$ cat config.mk
export PLATFORM = sky130hd
export DESIGN_NAME = acia6551
export DESIGN_NICKNAME = d
export VERILOG_FILES = /design/src/rtl/acia_pkg.sv /design/src/rtl/acia_baudgen.sv /design/src/rtl/acia6551.sv
export SDC_FILE = /design/constraint.sdc
export NUM_CORES = 1
export LEC_CHECK = 0
export ABC_AREA = 1
export CAP_MARGIN = 10
export CORE_MARGIN = 5
export CORE_UTILIZATION = 45
export CTS_CLUSTER_DIAMETER = 60
export DETAILED_ROUTE_END_ITERATION = 8
export HOLD_SLACK_MARGIN = 0.15
export SLEW_MARGIN = 20
export SYNTH_ARGS = -nofsm -noshare
export SYNTH_HDL_FRONTEND = slang
export SYNTH_HIERARCHICAL = 1
export SYNTH_SLANG_ARGS = --single-unit
export TNS_END_PERCENT = 30
$ cat constraint.sdc
create_clock -name clk -period 2.3 [get_ports clk]
set_clock_uncertainty 0.2 [all_clocks]
set_input_delay 0.345 -clock clk [delete_from_list [all_inputs] [get_ports clk]]
set_output_delay 0.345 -clock clk [all_outputs]
set_load 0.01 [all_outputs]
$ cat src/rtl/acia_pkg.sv
// rtl/acia_pkg.sv - register map, FSM state types, status bit indices and baud divider table
package acia_pkg;

  localparam logic [1:0] ADDR_DATA   = 2'd0;
  localparam logic [1:0] ADDR_STATUS = 2'd1;
  localparam logic [1:0] ADDR_CMD    = 2'd2;
  localparam logic [1:0] ADDR_CTRL   = 2'd3;

  localparam int ST_IRQ   = 7;
  localparam int ST_TDRE  = 4;
  localparam int ST_RDRF  = 3;
  localparam int ST_OVRN  = 2;
  localparam int ST_FRAME = 1;

  localparam int DIV_W = 16;

  typedef enum logic [1:0] {RX_IDLE, RX_START, RX_DATA, RX_STOP} rx_state_t;
  typedef enum logic [1:0] {TX_IDLE, TX_START, TX_DATA, TX_STOP} tx_state_t;

  // round(clk_hz / (16 * baud)) with baud given in tenths to cover 109.92 and 134.58
  function automatic logic [DIV_W-1:0] div_round(input int unsigned clk_hz,
                                                 input int unsigned baud_x10);
    logic [63:0] q;
    q = (64'(clk_hz) * 64'd10 + 64'(baud_x10) * 64'd8) / (64'(baud_x10) * 64'd16);
    return DIV_W'(q);
  endfunction

  function automatic logic [DIV_W-1:0] baud_div(input int unsigned clk_hz,
                                                input logic [3:0] sel);
    case (sel)
      4'h1:    return div_round(clk_hz, 500);
      4'h2:    return div_round(clk_hz, 750);
      4'h3:    return div_round(clk_hz, 1099);
      4'h4:    return div_round(clk_hz, 1346);
      4'h5:    return div_round(clk_hz, 1500);
      4'h6:    return div_round(clk_hz, 3000);
      4'h7:    return div_round(clk_hz, 6000);
      4'h8:    return div_round(clk_hz, 12000);
      4'h9:    return div_round(clk_hz, 18000);
      4'hA:    return div_round(clk_hz, 24000);
      4'hB:    return div_round(clk_hz, 36000);
      4'hC:    return div_round(clk_hz, 48000);
      4'hD:    return div_round(clk_hz, 72000);
      4'hE:    return div_round(clk_hz, 96000);
      4'hF:    return div_round(clk_hz, 192000);
      default: return '0;
    endcase
  endfunction

endpackage

$ cat src/rtl/acia_baudgen.sv
// rtl/acia_baudgen.sv - one-clk-wide 16x baud tick from the control rate select
module acia_baudgen
  import acia_pkg::*;
#(
  parameter int unsigned CLK_HZ = 42954000
) (
  input  logic       clk,
  input  logic       reset,
  input  logic [3:0] sel,
  output logic       tick
);

  logic [DIV_W-1:0] div;
  logic [DIV_W-1:0] cnt_q, cnt_d;
  logic [3:0]       sel_q, sel_d;
  logic             tick_q, tick_d;

  always_comb begin
    div    = baud_div(CLK_HZ, sel);
    cnt_d  = cnt_q;
    sel_d  = sel;
    tick_d = 1'b0;
    if (sel == 4'h0) begin
      cnt_d = '0;
    end else if (sel != sel_q) begin
      // a new rate restarts the period so the first tick is a full period away
      cnt_d = div - 16'd1;
    end else if (cnt_q == '0) begin
      tick_d = 1'b1;
      cnt_d  = div - 16'd1;
    end else begin
      cnt_d = cnt_q - 16'd1;
    end
  end

  always_ff @(posedge clk or posedge reset) begin
    if (reset) begin
      cnt_q  <= '0;
      sel_q  <= 4'h0;
      tick_q <= 1'b0;
    end else begin
      cnt_q  <= cnt_d;
      sel_q  <= sel_d;
      tick_q <= tick_d;
    end
  end

  assign tick = tick_q;

endmodule

$ cat src/rtl/acia6551.sv
// rtl/acia6551.sv - 6551-style ACIA: CPU register file, 8N1 receiver and transmitter
module acia6551
  import acia_pkg::*;
#(
  parameter int unsigned CLK_HZ = 42954000
) (
  input  logic       clk,
  input  logic       reset,
  input  logic       clk_ena,
  input  logic       cs,
  input  logic       we,
  input  logic [1:0] addr,
  input  logic [7:0] data_in,
  output logic [7:0] data_out,
  input  logic       rxd,
  output logic       txd,
  output logic       irq
);

  logic [7:0] ctrl_q, ctrl_d, cmd_q, cmd_d, thr_q, thr_d, rx_data_q, rx_data_d;
  logic       tdre_q, tdre_d, rdrf_q, rdrf_d, ovrn_q, ovrn_d, frame_q, frame_d;
  logic       rd_data_q, rd_data_d, rxd_meta_q, rxd_meta_d, rxd_sync_q, rxd_sync_d;
  rx_state_t  rx_state_q, rx_state_d;
  logic [3:0] rx_cnt_q, rx_cnt_d;
  logic [2:0] rx_bit_q, rx_bit_d;
  logic [7:0] rx_shift_q, rx_shift_d;
  tx_state_t  tx_state_q, tx_state_d;
  logic [3:0] tx_cnt_q, tx_cnt_d;
  logic [2:0] tx_bit_q, tx_bit_d;
  logic [7:0] tx_shift_q, tx_shift_d;
  logic       txd_q, txd_d;
  logic       tick, wr_en, rd_done, tx_load;

  acia_baudgen #(.CLK_HZ(CLK_HZ)) u_baudgen (
    .clk   (clk),
    .reset (reset),
    .sel   (ctrl_q[3:0]),
    .tick  (tick)
  );

  assign wr_en   = clk_ena & cs & we;
  assign rd_done = rd_data_q & ~cs;
  assign irq     = (rdrf_q & cmd_q[0] & ~cmd_q[1]) | (tdre_q & (cmd_q[3:2] == 2'b01));

  always_comb begin
    data_out = '0;
    case (addr)
      ADDR_DATA: data_out = rx_data_q;
      ADDR_STATUS: begin
        data_out[ST_IRQ]   = irq;
        data_out[ST_TDRE]  = tdre_q;
        data_out[ST_RDRF]  = rdrf_q;
        data_out[ST_OVRN]  = ovrn_q;
        data_out[ST_FRAME] = frame_q;
      end
      ADDR_CMD:  data_out = cmd_q;
      default:   data_out = ctrl_q;
    endcase
  end

  always_comb begin
    ctrl_d     = ctrl_q;
    cmd_d      = cmd_q;
    thr_d      = thr_q;
    rx_data_d  = rx_data_q;
    tdre_d     = tdre_q;
    rdrf_d     = rdrf_q;
    ovrn_d     = ovrn_q;
    frame_d    = frame_q;
    rd_data_d  = cs & ~we & (addr == ADDR_DATA);
    rxd_meta_d = rxd;
    rxd_sync_d = rxd_meta_q;
    rx_state_d = rx_state_q;
    rx_cnt_d   = rx_cnt_q;
    rx_bit_d   = rx_bit_q;
    rx_shift_d = rx_shift_q;
    tx_state_d = tx_state_q;
    tx_cnt_d   = tx_cnt_q;
    tx_bit_d   = tx_bit_q;
    tx_shift_d = tx_shift_q;
    tx_load    = 1'b0;
    txd_d      = 1'b1;

    // read clears land before the receiver so a coinciding frame loads cleanly
    if (rd_done) begin
      rdrf_d  = 1'b0;
      ovrn_d  = 1'b0;
      frame_d = 1'b0;
    end

    if (!cmd_q[0]) begin
      rx_state_d = RX_IDLE;
    end else if (tick) begin
      case (rx_state_q)
        RX_IDLE: begin
          if (!rxd_sync_q) begin
            rx_state_d = RX_START;
            rx_cnt_d   = 4'd0;
          end
        end
        RX_START: begin
          rx_cnt_d = rx_cnt_q + 4'd1;
          if (rx_cnt_q == 4'd7) begin
            rx_cnt_d   = 4'd0;
            rx_bit_d   = 3'd0;
            rx_state_d = rxd_sync_q ? RX_IDLE : RX_DATA;
          end
        end
        RX_DATA: begin
          rx_cnt_d = rx_cnt_q + 4'd1;
          if (rx_cnt_q == 4'd15) begin
            rx_shift_d = {rxd_sync_q, rx_shift_q[7:1]};
            rx_bit_d   = rx_bit_q + 3'd1;
            if (rx_bit_q == 3'd7) rx_state_d = RX_STOP;
          end
        end
        default: begin
          rx_cnt_d = rx_cnt_q + 4'd1;
          if (rx_cnt_q == 4'd15) begin
            rx_state_d = RX_IDLE;
            if (!rxd_sync_q) frame_d = 1'b1;
            if (!rdrf_d) begin
              rx_data_d = rx_shift_q;
              rdrf_d    = 1'b1;
            end else begin
              ovrn_d = 1'b1;
            end
          end
        end
      endcase
    end

    if (tick) begin
      case (tx_state_q)
        TX_IDLE: tx_load = ~tdre_q & cmd_q[0];
        TX_START: begin
          tx_cnt_d = tx_cnt_q + 4'd1;
          if (tx_cnt_q == 4'd15) begin
            tx_state_d = TX_DATA;
            tx_bit_d   = 3'd0;
          end
        end
        TX_DATA: begin
          tx_cnt_d = tx_cnt_q + 4'd1;
          if (tx_cnt_q == 4'd15) begin
            tx_shift_d = {1'b0, tx_shift_q[7:1]};
            tx_bit_d   = tx_bit_q + 3'd1;
            if (tx_bit_q == 3'd7) tx_state_d = TX_STOP;
          end
        end
        default: begin
          tx_cnt_d = tx_cnt_q + 4'd1;
          if (tx_cnt_q == 4'd15) begin
            tx_state_d = TX_IDLE;
            tx_load    = ~tdre_q & cmd_q[0];
          end
        end
      endcase
    end

    if (tx_load) begin
      tx_state_d = TX_START;
      tx_cnt_d   = 4'd0;
      tx_shift_d = thr_q;
      tdre_d     = 1'b1;
    end

    case (tx_state_d)
      TX_START: txd_d = 1'b0;
      TX_DATA:  txd_d = tx_shift_d[0];
      default:  txd_d = 1'b1;
    endcase

    // CPU writes last: a data write racing the transfer keeps its byte pending
    if (wr_en) begin
      case (addr)
        ADDR_DATA: begin
          thr_d  = data_in;
          tdre_d = 1'b0;
        end
        ADDR_STATUS: begin
          cmd_d   = 8'h00;
          ovrn_d  = 1'b0;
          frame_d = 1'b0;
        end
        ADDR_CMD: cmd_d  = data_in;
        default:  ctrl_d = data_in;
      endcase
    end
  end

  always_ff @(posedge clk or posedge reset) begin
    if (reset) begin
      ctrl_q     <= 8'h00;
      cmd_q      <= 8'h00;
      thr_q      <= 8'h00;
      rx_data_q  <= 8'h00;
      tdre_q     <= 1'b1;
      rdrf_q     <= 1'b0;
      ovrn_q     <= 1'b0;
      frame_q    <= 1'b0;
      rd_data_q  <= 1'b0;
      rxd_meta_q <= 1'b1;
      rxd_sync_q <= 1'b1;
      rx_state_q <= RX_IDLE;
      rx_cnt_q   <= 4'd0;
      rx_bit_q   <= 3'd0;
      rx_shift_q <= 8'h00;
      tx_state_q <= TX_IDLE;
      tx_cnt_q   <= 4'd0;
      tx_bit_q   <= 3'd0;
      tx_shift_q <= 8'h00;
      txd_q      <= 1'b1;
    end else begin
      ctrl_q     <= ctrl_d;
      cmd_q      <= cmd_d;
      thr_q      <= thr_d;
      rx_data_q  <= rx_data_d;
      tdre_q     <= tdre_d;
      rdrf_q     <= rdrf_d;
      ovrn_q     <= ovrn_d;
      frame_q    <= frame_d;
      rd_data_q  <= rd_data_d;
      rxd_meta_q <= rxd_meta_d;
      rxd_sync_q <= rxd_sync_d;
      rx_state_q <= rx_state_d;
      rx_cnt_q   <= rx_cnt_d;
      rx_bit_q   <= rx_bit_d;
      rx_shift_q <= rx_shift_d;
      tx_state_q <= tx_state_d;
      tx_cnt_q   <= tx_cnt_d;
      tx_bit_q   <= tx_bit_d;
      tx_shift_q <= tx_shift_d;
      txd_q      <= txd_d;
    end
  end

  assign txd = txd_q;

endmodule

==> summary.txt, run 1 <==
Worst setup path
  – CP most frequent cell: nor2_1
  – Req. time, crit path: roughly 2.3 ns
  – Startpoint Class: flop
  – CP Cell Sequence: inv_2 > ha_4 > nor2_1 > nor2_1 > nor2_4 > ha_4 > nand3_4 > nor2_4 > buf_4 > nor2_1 > nor2_1 > nor2_1
  – Crit path max-delay family: simple AND/OR/NAND/NOR gates
  – Worst Path Max Fanout: 6
  – Critical-path top delay cell: dfrtp_1
  – Worst Path Arrival: 2.21 ns
  – Buffers & Inverters on Critical Path: 2
  – CP max stage delay: ~0.4 ns
  – Worst Setup Path Type: reg2reg
  – Setup crit end kind: flop

Global route
  – Met2 usage: 0.3192
  – GR Util met3: 0.04569
  – Vias in the first global route: around 4,800
  – Met1 usage: 0.2550
  – First-pass GRT wire length: 22.80 mm
  – Largest net degree at the start of global routing: 46
  – GRT overflow: 0
  – Global Route Usage Sum: 0.1927
  – Layer carrying the most global-route usage: met2
  – Initial antenna violation count: 0

STA
  – Setup TNS: 0 ns
  – Relative slew margins: 0.5741
  – Tmin final: ~2.2 ns
  – Max Slew Vio Count: 0
  – Period utilization: 0.9451
  – Final worst slack: around 0.13 ns
  – Final setup vio count: 0
  – Hold WS: between 0.15 and 0.2 ns
  – Max Fclk: 460.0 MHz
  – Final Hold Viols: 0
  – Actual slew at the worst max-slew pin: 0.6365 ns

Detailed routing
  – WL/cell: approximately 14 microns
  – Initial DRC Count: 236
  – DRC Markers: 0
  – Total Wirelength: between 10 and 15 mm
  – Antenna Violating Nets Remaining: 0
  – Vias per cell: slightly above 5
  – Via count: ~4,800
  – Initial DRT Pass Iterations: 4

Synthesis
  – Post-synth ARST share: 1.000
  – Synth cell types: 44
  – Top cell type's share of synthesized area: 0.4069
  – Post-Syn Area: 5597 sq um
  – Number of enable flip-flop cells after synthesis: 0
  – Yosys warning count: 6
  – Cell taking the most area after synthesis: dfrtp_1
  – Post-Synthesis Cells: approximately 720
  – Dominant synthesized flop cell: dfrtp_1
  – Sequential share of the synthesized area: 0.4257
  – Top cells by area, synth: dfrtp_1, nand2_1, inv_1
  – Synth Area per Inst: 7.730 sq um
  – Seq cells post-synth: 95
  – Synthesized Nets: between 700 and 800

Power
  – Combinational share of power: 0.350
  – Overall Power: ~0.0056 W
  – Internal Power: 0.003563 W
  – Pwr dens: 843.7 nW/um^2
  – Switch Pwr: between 0.002 and 0.0025 W
  – Clock Power Share: 0.268
  – Leak Pwr: approximately 3.2 nW
  – Net Sw Frac: 0.3650
  – Worst IR drop on VDD: 0.4375 mV
  – Sequential Power Share: 0.382

Clock network
  – TritonCTS sink count: 95
  – CTS buffer count: 9
  – Root buffer cell: clkbuf_16
  – H-tree Lvls: 3
  – CTS tree: yes
  – Longest Clk Path Bufs: 2
  – Worst-skew pair later-pin latency: around 0.35 ns
  – Clk slew on worst S/H paths: approximately 0.07 ns

Floorplanning
  – Row Count: 40
  – Core box area: roughly 12,000 sq um
  – Die height: between 100 and 150 microns
  – I/O pin total: 26
  – Die area: about 15,000 sq um
  – Starting Density: 0.4621
  – Die width: between 100 and 150 microns

Layout
  – Leading cell types in the layout, fill and taps excluded: nand2_1, inv_1, dfrtp_1, nand3_1, nor2_1
  – Final core occ: 0.5491
  – Layout Nets: between 800 and 900
  – Diode count: 0
  – Commonest non-fill, non-tap cell in the layout: nand2_1
  – Synth-to-Final Area Change: 18.82%
  – Layout cell share with drive strength beyond 1: 0.1792

Outcome
  – Outcome: completed

Worst hold path
  – Min-Delay Path Class: reg2reg

Place
  – Gpl congestion: about 0.97
  – Port bufs: 25
  – DPL Wire Length: slightly above 10 mm
  – Pre-CTS setup slack: -0.3675 ns

Run
  – Max_cap viols: 0
worst register-to-register path, cell delays in order (launching register included):
cell,delay (ns)
dfrtp_1,0.40
inv_2,0.13
ha_4,0.22
nor2_1,0.09
nor2_1,0.08
nor2_4,0.13
ha_4,0.17
nand3_4,0.08
nor2_4,0.19
buf_4,0.14
nor2_1,0.03
nor2_1,0.15
nor2_1,0.06
power groups by stage:
stage	clock network (W)	logic, W	registers [W]
finish	0.00150	0.00197	0.00214
global route	0.00160	0.00223	0.00218
CTS	0.00154	0.00185	0.00214
detailed placement	0	0.00183	0.00217
global placement	0	0.00180	0.00216
floorplan	0	0.00132	0.00212
cell usage after synthesis, drive strengths merged (3+ instances only):
cell / n
buf: 17
xnor2: 5
nor3: 10
nand3: 69
mux2: 6
inv: 101
o211ai: 7
a31oi: 3
xor2: 9
o22ai: 5
o21ai: 54
a21oi: 30
ha: 20
clkbuf: 3
dfrtp: 91
nor2: 78
dfstp: 4
nand4: 14
nand2: 186
registers in the layout (all words and copies together), names as in the netlist, 2 cells and up:
| name | cells |
|---|---|
| thr_q | 8 |
| tx_state_q | 2 |
| tx_cnt_q | 4 |
| rx_state_q | 2 |
| u_baudgen/sel_q | 4 |
| cmd_q | 8 |
| tx_shift_q | 8 |
| rx_cnt_q | 4 |
| u_baudgen/cnt_q | 16 |
| rx_data_q | 8 |
| rx_shift_q | 8 |
| ctrl_q | 8 |
| tx_bit_q | 3 |
| rx_bit_q | 3 |
per-stage QoR:
| stage | cells | instance area, sq um |
|---|---|---|
| 6_report | 955 | 6650 |
| 5_1_grt | 955 | 6650 |
| 4_1_cts | 948 | 6510 |
| 3_5_place_dp | 931 | 6195 |
| 3_3_place_gp | 931 | 6195 |
| 2_1_floorplan | 724 | 5600 |
final cells by class:
class	count	area, sq um
Clock buffer	10	239.0
Clock inverter	6	60.06
Fill cell	1193	5461
Inverter	101	382.9
Multi-Input combinational cell	508	2795
Sequential cell	95	2384
Tap cell	168	210.2
Timing Repair Buffer	67	579.3
path summary, 6_finish.rpt:
kind | cells past startpoint | from | to | slack [ns]
max | 12 | ctrl_q[0]$_DFFE_PP0P_ | u_baudgen/cnt_q[4]$_DFF_PP0_ | 0.13
min | 0 | rxd_meta_q$_DFF_PP1_ | rxd_sync_q$_DFF_PP1_ | 0.16
max reg2reg | 12 | ctrl_q[0]$_DFFE_PP0P_ | u_baudgen/cnt_q[4]$_DFF_PP0_ | 0.13
min reg2reg | 0 | rxd_meta_q$_DFF_PP1_ | rxd_sync_q$_DFF_PP1_ | 0.16
max in group asynchronous | 4 | reset | rxd_meta_q$_DFF_PP1_ | 0.65
min in group asynchronous | 3 | reset | tx_cnt_q[3]$_DFFE_PP0P_ | 0.70
layer usage:
layer	part of all wire	wire, microns
met1	0.47	6152
met5	0	0
met3	0.040	534
met2	0.48	6330
met4	0.015	197
cells by family (layout without fill, tap and decap cells):
| logic type | count (synthesis) | after routing | synth area share |
|---|---|---|---|
| multiplexers | 6 | 6 | 0.01207 |
| AND/OR/NAND/NOR | 363 | 363 | 0.2958 |
| flip-flops | 95 | 95 | 0.4257 |
| adder cells (fa/ha/maj) | 20 | 20 | 0.04471 |
| buffers and inverters | 121 | 184 | 0.09166 |
| AO/OA/AOI/OAI | 105 | 105 | 0.1082 |
| XOR/XNOR | 14 | 14 | 0.02191 |
repair_timing:
item	in CTS	in global routing
gates resized for setup	23	28
endpoints found under the hold margin	9	0
setup buffers	0	7
hold buffers	1	0
setup endpoints to repair	13	21
pin swaps	0	5
No activity file was read; power rests on OpenSTA's default activity.
==> run 2: changes to the inputs <==
--- a/config.mk
+++ b/config.mk
@@ -12,6 +12,7 @@
 export CTS_CLUSTER_DIAMETER = 60
 export DETAILED_ROUTE_END_ITERATION = 8
 export HOLD_SLACK_MARGIN = 0.15
+export PLACE_DENSITY = 0.63
 export SLEW_MARGIN = 20
 export SYNTH_ARGS = -nofsm -noshare
 export SYNTH_HDL_FRONTEND = slang
==> summary.txt, run 2 (synthesized netlist as in run 1, its figures left out) <==
Outcome
  – Outcome: completed (unchanged)

Power
  – Leak Pwr: 3.199 nW (was 3.237 nW)
  – Pwr dens: 853.5 nW/um^2 (was 843.7 nW/um^2)
  – Overall Power: 0.005620 W (was 0.005611 W)
  – Worst IR drop on VDD: 0.3617 mV (was 0.4375 mV)

Worst setup path
  – Startpoint Class: flop (unchanged)
  – CP max stage delay: 0.41 ns (was 0.40 ns)
  – Critical-path top delay cell: dfrtp_1 (unchanged)
  – Req. time, crit path: 2.34 ns (about the same)
  – Worst Path Max Fanout: 6 (unchanged)
  – Worst Path Arrival: 2.24 ns (was 2.21 ns)
  – Worst Setup Path Type: reg2reg (unchanged)
  – Setup crit end kind: flop (unchanged)
  – Buffers & Inverters on Critical Path: 2 (unchanged)
  – CP most frequent cell: nor2_1 (unchanged)
  – CP Cell Sequence: inv_2 > ha_1 > nor2_1 > nor2_1 > nor2_4 > ha_4 > nand3_2 > nor2_4 > buf_4 > nor2_1 > nor2_1 > nor2_1 (was inv_2 > ha_4 > nor2_1 > nor2_1 > nor2_4 > ha_4 > nand3_4 > nor2_4 > buf_4 > nor2_1 > nor2_1 > nor2_1)
  – Crit path max-delay family: simple AND/OR/NAND/NOR gates (unchanged)

Place
  – Gpl congestion: 0.9009 (was 0.9672)
  – Pre-CTS setup slack: -0.3755 ns (was -0.3675 ns)
  – DPL Wire Length: 10.14 mm (was 10.21 mm)
  – Port bufs: 25 (unchanged)
  – Placed inst area: 6207 sq um (was 6195 sq um)

Detailed routing
  – Total Wirelength: 13.06 mm (was 13.21 mm)
  – Via count: 4,813 (was 4,819)
  – Initial DRT Pass Iterations: 5 (was 4)
  – DRC Markers: 0 (unchanged)
  – Initial DRC Count: 297 (was 236)
  – Vias per cell: 5.077 (was 5.046)
  – WL/cell: 13.77 microns (was 13.84 microns)
  – Antenna Violating Nets Remaining: 0 (unchanged)

Clock network
  – Worst-skew pair later-pin latency: 0.35 ns (about the same)
  – H-tree Lvls: 3 (unchanged)
  – CTS tree: yes (unchanged)
  – Root buffer cell: clkbuf_16 (unchanged)
  – Clk slew on worst S/H paths: 0.07 ns (about the same)
  – TritonCTS sink count: 95 (unchanged)
  – Longest Clk Path Bufs: 2 (unchanged)
  – CTS buffer count: 9 (unchanged)

Floorplanning
  – Die width: 121.5 microns (unchanged)
  – Row Count: 40 (unchanged)
  – Die area: 14,770 sq um (unchanged)
  – Core box area: 12,110 sq um (unchanged)
  – Die height: 121.5 microns (unchanged)
  – Starting Density: 0.4621 (unchanged)
  – I/O pin total: 26 (unchanged)

Worst hold path
  – Min-Delay Path Class: reg2reg (unchanged)

Layout
  – Fin area: 6585 sq um (was 6650 sq um)
  – Diode count: 0 (unchanged)
  – Layout filler cell count: 1,169 (was 1,193)
  – Commonest non-fill, non-tap cell in the layout: nand2_1 (unchanged)
  – Synth-to-Final Area Change: 17.66% (was 18.82%)
  – Max reg flops: 16 (unchanged)
  – Layout cell share with drive strength beyond 1: 0.1641 (was 0.1792)
  – Layout Nets: 811 (was 818)
  – Reg with most FFs: u_baudgen/cnt_q (unchanged)
  – Leading cell types in the layout, fill and taps excluded: nand2_1, inv_1, dfrtp_1, nand3_1, nor2_1 (unchanged)
  – Multi-input logic area: 2764 sq um (was 2795 sq um)
  – FF+latch area: 2384 sq um (unchanged)

STA
  – Tmin final: 2.201 ns (was 2.174 ns)
  – RSZ-0062 raised after global routing: yes
  – Final Hold Viols: 0 (unchanged)
  – Final worst slack: 0.09905 ns (was 0.1262 ns)
  – Relative slew margins: 0.5691 (was 0.5741)
  – Final setup vio count: 0 (unchanged)
  – Period utilization: 0.9569 (was 0.9451)
  – Max Fclk: 454.4 MHz (was 460.0 MHz)
  – Hold WS: 0.1650 ns (was 0.1574 ns)
  – Max Slew Vio Count: 0 (unchanged)
  – Actual slew at the worst max-slew pin: 0.6439 ns (was 0.6365 ns)

Global route
  – Vias in the first global route: 4,564 (was 4,772)
  – Largest net degree at the start of global routing: 31 (was 46)
  – First-pass GRT wire length: 22.00 mm (was 22.80 mm)
  – Initial antenna violation count: 0 (unchanged)
  – Global Route Usage Sum: 0.1862 (was 0.1927)
  – GRT overflow: 0 (unchanged)

Run
  – Max_cap viols: 0 (unchanged)
[run 2: changes by cell type in the layout (fill, tap and decap cells not counted), moves of 3 or more]
cell,before,now
ha_1,14,17
dlygate4sd2_1,5,2
nand2_2,14,11
nand2_1,170,173
buf_4,38,32
[run 2: stage by stage]
stage / TNS, ns / util / cells
after floorplan: -0.2808 / - / 724
after global placement: -2.432 / 0.5125 / 931
after detailed placement: -2.842 / 0.5125 / 931
after CTS: -0.006567 / 0.5399 / 947
after global routing: -0.06361 / 0.5437 / 948
final: 0 / 0.5437 / 948
[run 2: worst paths after layout]
kind | from | slack, ns | to | cells after the start
max | ctrl_q[1]$_DFFE_PP0P_ | 0.1 | u_baudgen/cnt_q[4]$_DFF_PP0_ | 12
min | rxd_meta_q$_DFF_PP1_ | 0.17 | rxd_sync_q$_DFF_PP1_ | 0
max reg2reg | ctrl_q[1]$_DFFE_PP0P_ | 0.1 | u_baudgen/cnt_q[4]$_DFF_PP0_ | 12
min reg2reg | rxd_meta_q$_DFF_PP1_ | 0.17 | rxd_sync_q$_DFF_PP1_ | 0
max in group asynchronous | reset | 1.14 | rxd_meta_q$_DFF_PP1_ | 3
min in group asynchronous | reset | 0.18 | u_baudgen/cnt_q[0]$_DFF_PP0_ | 2
[run 2: layout make-up]
cell class / instances / share of cell area
timing repair buffer: 60 / 0.08056
sequential: 95 / 0.3620
clock buffer: 11 / 0.03534
inverter: 101 / 0.05814
clock inverter: 5 / 0.01235
multi-input combinational: 508 / 0.4197
tap: 168 / 0.03192
[run 2: layer usage]
| layer | global-route usage | share of wire |
|---|---|---|
| met1 | 0.2536 | 0.48 |
| met2 | 0.2964 | 0.47 |
| met3 | 0.03823 | 0.035 |
| met4 | 0.06303 | 0.018 |
| met5 | 0 | 0 |
[run 2: where the power goes]
group | internal, W | switching (W)
clock network | 0.000955 | 0.000632
registers | 0.00193 | 0.000221
logic | 0.000711 | 0.00117
total | 0.00360 | 0.00202
[run 2: repair_timing]
item                                    CTS  global route
pin swaps                                 0             4
endpoints found under the setup margin   11            17
buffers inserted                          0             1
hold buffers                              0             0
gates resized for setup                  37            12
==> run 3: changes to the inputs <==
--- a/config.mk
+++ b/config.mk
@@ -13,6 +13,8 @@
 export DETAILED_ROUTE_END_ITERATION = 8
 export HOLD_SLACK_MARGIN = 0.15
 export PLACE_DENSITY = 0.63
+export SETUP_SLACK_MARGIN = 0.05
+export SKIP_LAST_GASP = 1
 export SLEW_MARGIN = 20
 export SYNTH_ARGS = -nofsm -noshare
 export SYNTH_HDL_FRONTEND = slang
==> summary.txt, run 3 (synthesized netlist as in run 1, its figures left out) <==
Outcome
  – Outcome: completed (unchanged)

Clock network
  – CTS buffer count: 9 (unchanged)
  – TritonCTS sink count: 95 (unchanged)
  – Worst-skew pair later-pin latency: 0.35 ns (about the same)
  – Longest Clk Path Bufs: 2 (unchanged)
  – CTS tree: yes (unchanged)
  – Clk slew on worst S/H paths: 0.07 ns (about the same)
  – Root buffer cell: clkbuf_16 (unchanged)
  – Post-CTS Hold Fix Bufs: 0 (unchanged)
  – H-tree Lvls: 3 (unchanged)

Detailed routing
  – Vias per cell: 5.046 (was 5.077)
  – Total Wirelength: 13.10 mm (was 13.06 mm)
  – Initial DRT Pass Iterations: 5 (unchanged)
  – Antenna Violating Nets Remaining: 0 (unchanged)
  – Via count: 4,809 (was 4,813)
  – DRC Markers: 0 (unchanged)
  – Initial DRC Count: 279 (was 297)
  – WL/cell: 13.74 microns (was 13.77 microns)

Power
  – Net Sw Frac: 0.3608 (was 0.3602)
  – Combinational share of power: 0.343 (was 0.335)
  – Internal Power: 0.003642 W (was 0.003596 W)
  – Clock Power Share: 0.279 (was 0.282)
  – Switch Pwr: 0.002056 W (was 0.002024 W)
  – Worst IR drop on VDD: 0.3630 mV (was 0.3617 mV)
  – Sequential Power Share: 0.378 (was 0.383)
  – Pwr dens: 856.4 nW/um^2 (was 853.5 nW/um^2)
  – Leak Pwr: 3.225 nW (was 3.199 nW)
  – Overall Power: 0.005698 W (was 0.005620 W)

STA
  – Max Fclk: 460.3 MHz (was 454.4 MHz)
  – Final setup vio count: 0 (unchanged)
  – Period utilization: 0.9446 (was 0.9569)
  – Final worst slack: 0.1274 ns (was 0.09905 ns)
  – Tmin final: 2.173 ns (was 2.201 ns)
  – Relative slew margins: 0.5698 (was 0.5691)
  – Hold WS: 0.1650 ns (about the same)
  – Final Hold Viols: 0 (unchanged)
  – RSZ-0062 raised after global routing: yes (unchanged)
  – Actual slew at the worst max-slew pin: 0.6430 ns (was 0.6439 ns)
  – Max Slew Vio Count: 0 (unchanged)

Worst hold path
  – Hold path depth: 0 (unchanged)
  – Min-Delay Path Class: reg2reg (unchanged)

Place
  – Gpl congestion: 0.9009 (unchanged)
  – Placed Cells: 931 (unchanged)
  – Port bufs: 25 (unchanged)
  – DPL Wire Length: 10.14 mm (unchanged)
  – Pre-CTS setup slack: -0.3755 ns (unchanged)

Worst setup path
  – Worst r2r path cells: 13 (was 12)
  – Startpoint Class: flop (unchanged)
  – Worst Path Arrival: 2.21 ns (was 2.24 ns)
  – Critical-path top delay cell: dfrtp_1 (unchanged)
  – CP Cell Sequence: buf_6 > ha_1 > inv_2 > nor2_2 > nor2_2 > nor2_4 > ha_4 > nand3_4 > nor2_4 > buf_4 > nor2_1 > nor2_1 > nor2_1 (was inv_2 > ha_1 > nor2_1 > nor2_1 > nor2_4 > ha_4 > nand3_2 > nor2_4 > buf_4 > nor2_1 > nor2_1 > nor2_1)
  – R2R setup slack: 0.13 ns (was 0.1 ns)
  – Req. time, crit path: 2.34 ns (about the same)
  – CP most frequent cell: nor2_1 (unchanged)
  – Worst Path Max Fanout: 6 (unchanged)
  – CP max stage delay: 0.43 ns (was 0.41 ns)
  – Worst Setup Path Type: reg2reg (unchanged)
  – Setup crit end kind: flop (unchanged)

Floorplanning
  – Core box area: 12,110 sq um (unchanged)
  – I/O pin total: 26 (unchanged)
  – Die area: 14,770 sq um (unchanged)
  – Row Count: 40 (unchanged)
  – Die height: 121.5 microns (unchanged)
  – Die width: 121.5 microns (unchanged)
  – Starting Density: 0.4621 (unchanged)

Layout
  – Layout filler cell count: 1,163 (was 1,169)
  – Synth-to-Final Area Change: 18.89% (was 17.66%)
  – FF+latch area: 2384 sq um (unchanged)
  – Reg with most FFs: u_baudgen/cnt_q (unchanged)
  – Commonest non-fill, non-tap cell in the layout: nand2_1 (unchanged)
  – Layout Nets: 816 (was 811)
  – Post-route insts no fill: 953 (was 948)
  – Leading cell types in the layout, fill and taps excluded: nand2_1, inv_1, dfrtp_1, nand3_1, nor2_1 (unchanged)
  – Multi-input logic area: 2810 sq um (was 2764 sq um)
  – Final core occ: 0.5494 (was 0.5437)
  – Diode count: 0 (unchanged)
  – Max reg flops: 16 (unchanged)
  – Layout cell share with drive strength beyond 1: 0.1822 (was 0.1641)

Global route
  – Largest net degree at the start of global routing: 31 (unchanged)
  – Vias in the first global route: 4,560 (was 4,564)
  – Initial antenna violation count: 0 (unchanged)
  – First-pass GRT wire length: 21.98 mm (was 22.00 mm)
  – Global Route Usage Sum: 0.1861 (was 0.1862)
  – GRT overflow: 0 (unchanged)

Run
  – Max_cap viols: 0 (unchanged)
## run 3: area by class of cell
class	instances	share of cell area
multi-input cells	508	0.4223
flip-flops and latches	95	0.3582
repair buffers	65	0.08311
inverters	101	0.05754
clock buffers	11	0.03498
well taps	168	0.03159
clock inverters	5	0.01222
## run 3: power by group through the flow
stage / registers [W] / logic [W] / clock network, W
2_1_floorplan: 0.00212 / 0.00132 / 0
3_3_place_gp: 0.00216 / 0.00179 / 0
3_5_place_dp: 0.00218 / 0.00182 / 0
4_1_cts: 0.00215 / 0.00182 / 0.00163
5_1_grt: 0.00219 / 0.00220 / 0.00169
6_report: 0.00215 / 0.00196 / 0.00159
## run 3: worst paths after layout
| kind | end | startpoint |
|---|---|---|
| setup / recovery | u_baudgen/cnt_q[4]$_DFF_PP0_ | ctrl_q[1]$_DFFE_PP0P_ |
| hold / removal | rxd_sync_q$_DFF_PP1_ | rxd_meta_q$_DFF_PP1_ |
| setup reg to reg | u_baudgen/cnt_q[4]$_DFF_PP0_ | ctrl_q[1]$_DFFE_PP0P_ |
| hold reg to reg | rxd_sync_q$_DFF_PP1_ | rxd_meta_q$_DFF_PP1_ |
| max in group asynchronous | rxd_meta_q$_DFF_PP1_ | reset |
| min in group asynchronous | u_baudgen/cnt_q[0]$_DFF_PP0_ | reset |
## run 3: timing repair
item	CTS	global route
pin swaps	0	10
gates resized for setup	33	30
endpoints found under the setup margin	14	22
setup buffers	0	7
## run 3: worst max-delay path, delay by kind of cell, from the launching register on
| kind | cells | cell delay (ns) |
|---|---|---|
| and+or+nand+nor | 8 | 0.81 |
| DFF | 1 | 0.43 |
| adders and majority gates | 2 | 0.31 |
| buffers and inverters | 3 | 0.31 |
## run 3: metrics by stage
step	area (sq um)	TNS [ns]
after floorplan	5600	-0.2808
after global placement	6207	-2.432
after detailed placement	6207	-2.842
after CTS	6520	-0.07896
after global routing	6654	0
final	6654	0
## run 3: routing by layer
layer,vias up,share of wire,global-route usage
met1,2252,0.48,0.2539
met3,18,0.033,0.03823
met4,0,0.018,0.06303
met2,84,0.47,0.2957
met5,-,0,0
li1,2455,-,-
